### src/rtl/debouncer_pkg.sv
// ---------------------------------------------------------------------------
// debouncer_pkg
//
// Shared constants and width helpers for the multi-channel debouncer.
//
// Contents:
//   DEF_*          default timing for 125 MHz board builds
//                  (0.5 ms sample tick, 100 ms filter, 0.5 s long press,
//                  50 ms auto-repeat interval)
//   width_of()     bits needed for a counter that runs 0..n-1 (never below 1)
//   count_width()  bits needed for a counter that must hold the value n
// ---------------------------------------------------------------------------
package debouncer_pkg;

    localparam int DEF_WIDTH          = 4;
    localparam int DEF_SAMPLE_CNT_MAX = 62500;
    localparam int DEF_PULSE_CNT_MAX  = 200;
    localparam int DEF_HOLD_CNT_MAX   = 1000;
    localparam int DEF_REPEAT_CNT_MAX = 100;

    // A zero-width vector is illegal, so small ranges still get one bit.
    function automatic int width_of(input int range);
        return (range <= 1) ? 1 : $clog2(range);
    endfunction

    // Counters here saturate at, or wrap after reaching, their maximum value,
    // so they need room for max itself rather than max-1.
    function automatic int count_width(input int max_count);
        return width_of(max_count + 1);
    endfunction

endpackage

### src/rtl/debounce_channel.sv
// ---------------------------------------------------------------------------
// debounce_channel
//
// One debounced channel: up/down integrator with hysteresis, edge pulses,
// and long-press / auto-repeat events. All state advances only on the
// shared sample tick, apart from the one-cycle level delay used for the
// edge pulses.
//
// Ports:
//   clk               system clock
//   rst               synchronous active-high reset
//   sample_tick       shared one-cycle sample strobe
//   sync              synchronised raw input for this channel
//   debounced         filtered level
//   pressed_pulse     one cycle, first cycle the level is high
//   released_pulse    one cycle, first cycle the level is low again
//   long_press_pulse  one cycle, hold reached HOLD_CNT_MAX ticks
//   repeat_pulse      one cycle, every REPEAT_CNT_MAX ticks after long press
// ---------------------------------------------------------------------------
module debounce_channel
    import debouncer_pkg::*;
#(
    parameter int PULSE_CNT_MAX  = DEF_PULSE_CNT_MAX,
    parameter int HOLD_CNT_MAX   = DEF_HOLD_CNT_MAX,
    parameter int REPEAT_CNT_MAX = DEF_REPEAT_CNT_MAX
) (
    input  logic clk,
    input  logic rst,
    input  logic sample_tick,
    input  logic sync,
    output logic debounced,
    output logic pressed_pulse,
    output logic released_pulse,
    output logic long_press_pulse,
    output logic repeat_pulse
);

    localparam int INT_CNT_WIDTH  = count_width(PULSE_CNT_MAX);
    localparam int HOLD_CNT_WIDTH = count_width(HOLD_CNT_MAX);
    localparam int REP_CNT_WIDTH  = count_width(REPEAT_CNT_MAX);

    localparam logic [INT_CNT_WIDTH-1:0]  INT_TOP  = INT_CNT_WIDTH'(PULSE_CNT_MAX);
    localparam logic [INT_CNT_WIDTH-1:0]  INT_ONE  = INT_CNT_WIDTH'(1);
    localparam logic [HOLD_CNT_WIDTH-1:0] HOLD_TOP = HOLD_CNT_WIDTH'(HOLD_CNT_MAX);
    localparam logic [HOLD_CNT_WIDTH-1:0] HOLD_ONE = HOLD_CNT_WIDTH'(1);
    localparam logic [REP_CNT_WIDTH-1:0]  REP_TOP  = REP_CNT_WIDTH'(REPEAT_CNT_MAX);
    localparam logic [REP_CNT_WIDTH-1:0]  REP_ONE  = REP_CNT_WIDTH'(1);
    localparam logic                      REPEAT_EN = (REPEAT_CNT_MAX > 0);

    logic [INT_CNT_WIDTH-1:0]  int_cnt;
    logic [INT_CNT_WIDTH-1:0]  int_cnt_nxt;
    logic                      level;
    logic                      level_nxt;
    logic                      level_d;
    logic [HOLD_CNT_WIDTH-1:0] hold_cnt;
    logic [REP_CNT_WIDTH-1:0]  rep_cnt;
    logic                      held;

    // Integrator and hysteresis level. The level only moves when the
    // integrator pins at one of its rails, so any run of disagreeing samples
    // shorter than PULSE_CNT_MAX is absorbed without a level change.
    always_comb begin
        int_cnt_nxt = int_cnt;
        level_nxt   = level;
        if (sample_tick) begin
            if (sync && (int_cnt < INT_TOP)) begin
                int_cnt_nxt = int_cnt + INT_ONE;
            end else if (!sync && (int_cnt != '0)) begin
                int_cnt_nxt = int_cnt - INT_ONE;
            end
            if (int_cnt_nxt == INT_TOP) begin
                level_nxt = 1'b1;
            end else if (int_cnt_nxt == '0) begin
                level_nxt = 1'b0;
            end
        end
    end

    // Hold/repeat bookkeeping keys off level_nxt so the tick that drops the
    // level also wipes the counters and cannot emit a late event pulse.
    // Counting needs level already high, so the rising tick itself is not
    // counted as part of the hold.
    always_ff @(posedge clk) begin
        if (rst) begin
            int_cnt          <= '0;
            level            <= 1'b0;
            level_d          <= 1'b0;
            hold_cnt         <= '0;
            rep_cnt          <= '0;
            held             <= 1'b0;
            long_press_pulse <= 1'b0;
            repeat_pulse     <= 1'b0;
        end else begin
            int_cnt          <= int_cnt_nxt;
            level            <= level_nxt;
            level_d          <= level;
            long_press_pulse <= 1'b0;
            repeat_pulse     <= 1'b0;
            if (!level_nxt) begin
                hold_cnt <= '0;
                rep_cnt  <= '0;
                held     <= 1'b0;
            end else if (sample_tick && level) begin
                if (!held) begin
                    hold_cnt <= hold_cnt + HOLD_ONE;
                    if ((hold_cnt + HOLD_ONE) == HOLD_TOP) begin
                        held             <= 1'b1;
                        long_press_pulse <= 1'b1;
                    end
                end else if (REPEAT_EN) begin
                    if ((rep_cnt + REP_ONE) == REP_TOP) begin
                        rep_cnt      <= '0;
                        repeat_pulse <= 1'b1;
                    end else begin
                        rep_cnt <= rep_cnt + REP_ONE;
                    end
                end
            end
        end
    end

    // Reset clears level and level_d together, so a forced drop produces
    // no release pulse.
    assign debounced      = level;
    assign pressed_pulse  = level & ~level_d;
    assign released_pulse = ~level & level_d;

endmodule

### src/rtl/debouncer_multi_hold.sv
// ---------------------------------------------------------------------------
// debouncer_multi_hold
//
// Multi-channel button/switch debouncer with long-press and auto-repeat.
// Owns the per-channel 2-FF synchroniser and the shared sample-tick
// generator; one debounce_channel per input bit does the filtering.
//
// Ports:
//   clk               system clock (only clock)
//   rst               synchronous active-high reset
//   glitchy_signal    raw asynchronous inputs, WIDTH bits
//   debounced_signal  filtered level per channel
//   pressed_pulse     1-cycle pulse on debounced rising edge
//   released_pulse    1-cycle pulse on debounced falling edge
//   long_press_pulse  1-cycle pulse when hold reaches HOLD_CNT_MAX ticks
//   repeat_pulse      1-cycle pulse every REPEAT_CNT_MAX ticks after that
//   sample_tick       shared sample strobe, exported for observability
// ---------------------------------------------------------------------------
module debouncer_multi_hold
    import debouncer_pkg::*;
#(
    parameter int WIDTH          = DEF_WIDTH,
    parameter int SAMPLE_CNT_MAX = DEF_SAMPLE_CNT_MAX,
    parameter int PULSE_CNT_MAX  = DEF_PULSE_CNT_MAX,
    parameter int HOLD_CNT_MAX   = DEF_HOLD_CNT_MAX,
    parameter int REPEAT_CNT_MAX = DEF_REPEAT_CNT_MAX
) (
    input  logic             clk,
    input  logic             rst,
    input  logic [WIDTH-1:0] glitchy_signal,
    output logic [WIDTH-1:0] debounced_signal,
    output logic [WIDTH-1:0] pressed_pulse,
    output logic [WIDTH-1:0] released_pulse,
    output logic [WIDTH-1:0] long_press_pulse,
    output logic [WIDTH-1:0] repeat_pulse,
    output logic             sample_tick
);

    localparam int TICK_CNT_WIDTH = width_of(SAMPLE_CNT_MAX);

    localparam logic [TICK_CNT_WIDTH-1:0] TICK_LAST = TICK_CNT_WIDTH'(SAMPLE_CNT_MAX - 1);
    localparam logic [TICK_CNT_WIDTH-1:0] TICK_ONE  = TICK_CNT_WIDTH'(1);

    logic [WIDTH-1:0]          sync_meta;
    logic [WIDTH-1:0]          sync;
    logic [TICK_CNT_WIDTH-1:0] tick_cnt;

    // Two-stage synchroniser; the first stage may go metastable and is
    // never looked at by anything except the second stage.
    always_ff @(posedge clk) begin
        if (rst) begin
            sync_meta <= '0;
            sync      <= '0;
        end else begin
            sync_meta <= glitchy_signal;
            sync      <= sync_meta;
        end
    end

    // Wrapping sample counter. The tick is registered, so it is high in the
    // cycle after the counter sits at its last value, giving a period of
    // exactly SAMPLE_CNT_MAX cycles with the first tick SAMPLE_CNT_MAX
    // cycles after reset is released.
    always_ff @(posedge clk) begin
        if (rst) begin
            tick_cnt    <= '0;
            sample_tick <= 1'b0;
        end else begin
            sample_tick <= (tick_cnt == TICK_LAST);
            if (tick_cnt == TICK_LAST) begin
                tick_cnt <= '0;
            end else begin
                tick_cnt <= tick_cnt + TICK_ONE;
            end
        end
    end

    for (genvar i = 0; i < WIDTH; i++) begin : g_channel
        debounce_channel #(
            .PULSE_CNT_MAX  (PULSE_CNT_MAX),
            .HOLD_CNT_MAX   (HOLD_CNT_MAX),
            .REPEAT_CNT_MAX (REPEAT_CNT_MAX)
        ) u_channel (
            .clk              (clk),
            .rst              (rst),
            .sample_tick      (sample_tick),
            .sync             (sync[i]),
            .debounced        (debounced_signal[i]),
            .pressed_pulse    (pressed_pulse[i]),
            .released_pulse   (released_pulse[i]),
            .long_press_pulse (long_press_pulse[i]),
            .repeat_pulse     (repeat_pulse[i])
        );
    end

endmodule

### config.mk
export PLATFORM = sky130hd
export DESIGN_NAME = debouncer_multi_hold
export DESIGN_NICKNAME = d
export VERILOG_FILES = /design/src/rtl/debouncer_pkg.sv /design/src/rtl/debounce_channel.sv /design/src/rtl/debouncer_multi_hold.sv
export SDC_FILE = /design/constraint.sdc
export NUM_CORES = 1
export LEC_CHECK = 0
export CORE_MARGIN = 8
export CORE_UTILIZATION = 52
export DETAILED_ROUTE_END_ITERATION = 8
export GPL_TIMING_DRIVEN = 0
export PLACE_DENSITY = 0.76
export SYNTH_ARGS = -nofsm -noshare
export SYNTH_HDL_FRONTEND = slang
export SYNTH_SLANG_ARGS = --single-unit
### constraint.sdc
create_clock -name clk -period 3.4 [get_ports clk]
set_input_delay 0.68 -clock clk [delete_from_list [all_inputs] [get_ports clk]]
set_output_delay 0.68 -clock clk [all_outputs]
set_load 0.05 [all_outputs]
==> impl_metrics.tcl <==
set metrics [dict create \
    core_mm2 0.0151 \
    via_count 7081 \
    ios 27 \
    worst_slack_ns 0.178 \
    grt-busiest-layer "met2" \
    rrSetupSlack_ns 0.18 \
    rsz0062_at_grt "no" \
    r2r-start "g_channel[0].u_channel.int_cnt[3]$_SDFFE_PP0P_" \
    setup-tns-final_ns 0 \
    gr-total-overflow 0 \
    design_area_mm2 0.00904 \
    dieHeight_um 140 \
    most-common-layout-cells "145 x dfxtp_1, 101 x nor3_1, 87 x nor2_1, 81 x nand2_1, 58 x xor2_1" \
    placed_cells 1185 \
    cp-start-kind "flop" \
    cp-end-kind "flop" \
    hpwl_mm 12.6 \
    worst_pin_slew_ns 0.896 \
    cts_resized 0 \
    skew_ns 0.00880 \
    worstPathMaxFanout 10 \
    path_clk_slew_ns 0.06 \
    ys_warn_count 0 \
    fin_crit_ns 3.22 \
    grt_usage_pct 19.0 \
    min_from "sync_meta[3]$_SDFF_PP0_" \
    slowest_delay_ns 0.54 \
    synth_cell_type_count 83 \
    crit_buf_inv 2 \
    cts_buffers 17 \
    whs_ns 0.448 \
    post-route-period-util_pct 94.8 \
    diodes 0 \
    synthFlopType "dfxtp_1" \
    ir_drop_uv 356 \
    wl_mm 18.4 \
    worstSetupPathDepth 9 \
    dieArea_mm2 0.0196 \
    io_buffer_count 25 \
    final_nets 1043 \
    root_buffer "clkbuf_16" \
    grt_max_degree 17 \
    min_to "sync[3]$_SDFF_PP0_" \
    timing.slew.headroom_pct 39.7 \
    grt_pass1_wl_mm 31.0 \
    antenna_found_initial 0 \
    clock_sinks 145 \
    path_delay_family "simple AND/OR/NAND/NOR gates" \
    path_cells "clkbuf_1, nor4_2, a31oi_1, a211oi_1, o221ai_1, or4_1, a22oi_1, buf_2, nor4_1" \
    ys_seq_area_share_pct 36.3 \
    wl_per_cell_um 15.1 \
    cp_slowest_cell "or4_1" \
    grtUsageMet2_pct 29.2 \
    hold_buffers 0 \
    power_density_mw_per_mm2 396 \
    p_leak_nw 3.18 \
    critPathRequiredTime_ns 3.67 \
    drc 0 \
    drive_gt1_share_pct 8.55 \
    post_cts_buffers 0 \
    cts_tree "done" \
    min_path_cells 1 \
    syn_inst 972 \
    synth_nets 999 \
    max_freq_ghz 0.310 \
    routed_via_density 5.82 \
    r2r_end "g_channel[0].u_channel.repeat_pulse$_SDFF_PP0_" \
    place.gp.congestion 0.894 \
    antenna_left 0 \
    drt-initial-drc-count 549 \
    reg2regPathDepth 9 \
    rows 45 \
    placed_area_mm2 0.00848 \
    finalHoldViolCount 0 \
    maxCapViolations 0 \
    final_cells 1217 \
    drv_slew 0 \
    grtUsageMet1_pct 25.0 \
    synth-seq-cells 145 \
    die_x_um 140 \
    final_common_cell "dfxtp_1" \
    worstSetupPathType "flop to flop" \
    clock_path_buffers 2 \
    final_util_pct 59.9 \
    crit_arrival_ns 3.49 \
    run_status "complete, no violations" \
    syn_area_mm2 0.00800 \
    async_reset_ff_share_pct 0 \
    start_util_pct 53.0 \
    htreeDepth 4 \
    avgSynthCellArea_um2 8.23 \
    post-place-ws_ns 0.298 \
    worstHoldPathType "flop to flop" \
    grt_pass1_vias 6512 \
    grt_use_met3_pct 4.62 \
    area_delta_synth_final_pct 13.1 \
    dr.pass1.iters 5 \
    clk_latency_ns 0.43 \
    synth_edf_count 0 \
    finalPower_mw 3.59 \
    setup_viol 0 \
]
==> synthesized netlist by cell type (all sizes together) (3+ instances only) <==
library cell | n | share of area, %
a2111oi | 3 | 0.33
a211oi | 8 | 0.75
a21oi | 30 | 1.9
a22oi | 7 | 0.66
a2bb2oi | 4 | 0.44
a31oi | 15 | 1.2
a41oi | 3 | 0.33
and2 | 9 | 0.70
and3 | 19 | 1.5
and4 | 3 | 0.33
buf | 42 | 3.3
clkbuf | 37 | 1.8
dfxtp | 145 | 36
ha | 21 | 3.3
inv | 19 | 0.89
mux2i | 9 | 1.1
nand2 | 81 | 3.8
nand2b | 10 | 0.78
nand3 | 41 | 2.6
nand4 | 19 | 1.5
nor2 | 87 | 4.1
nor2b | 20 | 1.6
nor3 | 103 | 6.7
nor3b | 3 | 0.42
nor4 | 17 | 1.4
nor4b | 12 | 1.6
nor4bb | 3 | 0.38
o211a | 4 | 0.50
o21ai | 25 | 1.6
o22ai | 3 | 0.23
o31ai | 5 | 0.47
o41ai | 3 | 0.33
or2 | 4 | 0.31
or3 | 14 | 1.1
or4 | 7 | 0.70
or4b | 3 | 0.42
xnor2 | 38 | 4.2
xor2 | 58 | 6.4
==> area by class of cell <==
class / instances / area, µm²
well taps: 188 / 235
inverters: 20 / 75.1
flip-flops and latches: 145 / 2900
clock inverters: 12 / 108
repair buffers: 25 / 250
clock buffers: 20 / 457
plain buffers: 79 / 404
fillers: 1350 / 6040
multi-input cells: 728 / 4610
==> per-layer routing <==
layer  wire length, µm  vias to the layer above
li1                  -                     3556
met1              8740                     3304
met5                 0                        -
met2              8260                      177
met3               925                       44
met4               448                        0
==> worst max path at each step <==
stage                                                         startpoint                                              to  slack [ns]
after floorplan           g_channel[1].u_channel.int_cnt[7]$_SDFFE_PP0P_  g_channel[1].u_channel.repeat_pulse$_SDFF_PP0_        0.70
final                     g_channel[0].u_channel.int_cnt[3]$_SDFFE_PP0P_  g_channel[0].u_channel.repeat_pulse$_SDFF_PP0_        0.18
after CTS                 g_channel[0].u_channel.int_cnt[3]$_SDFFE_PP0P_  g_channel[0].u_channel.repeat_pulse$_SDFF_PP0_        0.26
after detailed placement  g_channel[0].u_channel.int_cnt[3]$_SDFFE_PP0P_  g_channel[0].u_channel.repeat_pulse$_SDFF_PP0_        0.30
after global routing      g_channel[3].u_channel.int_cnt[4]$_SDFFE_PP0P_  g_channel[3].u_channel.repeat_pulse$_SDFF_PP0_        0.02
after global placement    g_channel[0].u_channel.int_cnt[3]$_SDFFE_PP0P_  g_channel[0].u_channel.repeat_pulse$_SDFF_PP0_        0.30
==> report_power, final <==
part	internal [mW]	switching [mW]	leakage (nW)
combinational	0.0212	0.0511	1.73
clock	1.05	0.754	0.278
sequential	1.71	0.00555	1.17
==> registers in the layout, summed over array words and instances (netlist names), 16 cells and up <==
signal	flops
g_channel.u_channel.rep_cnt	28
g_channel.u_channel.hold_cnt	40
tick_cnt	16
g_channel.u_channel.int_cnt	32
==> kinds of logic after synthesis <==
kind of cell	Yosys count	share of synthesized area [%]
buf+inv	99	5.99
compound gates	140	12.1
simple gates	461	30.5
flops	145	36.3
xor+xnor	96	10.5
fa+ha+maj	21	3.29
mux	10	1.27
No activity file was read; power rests on OpenSTA's default activity.
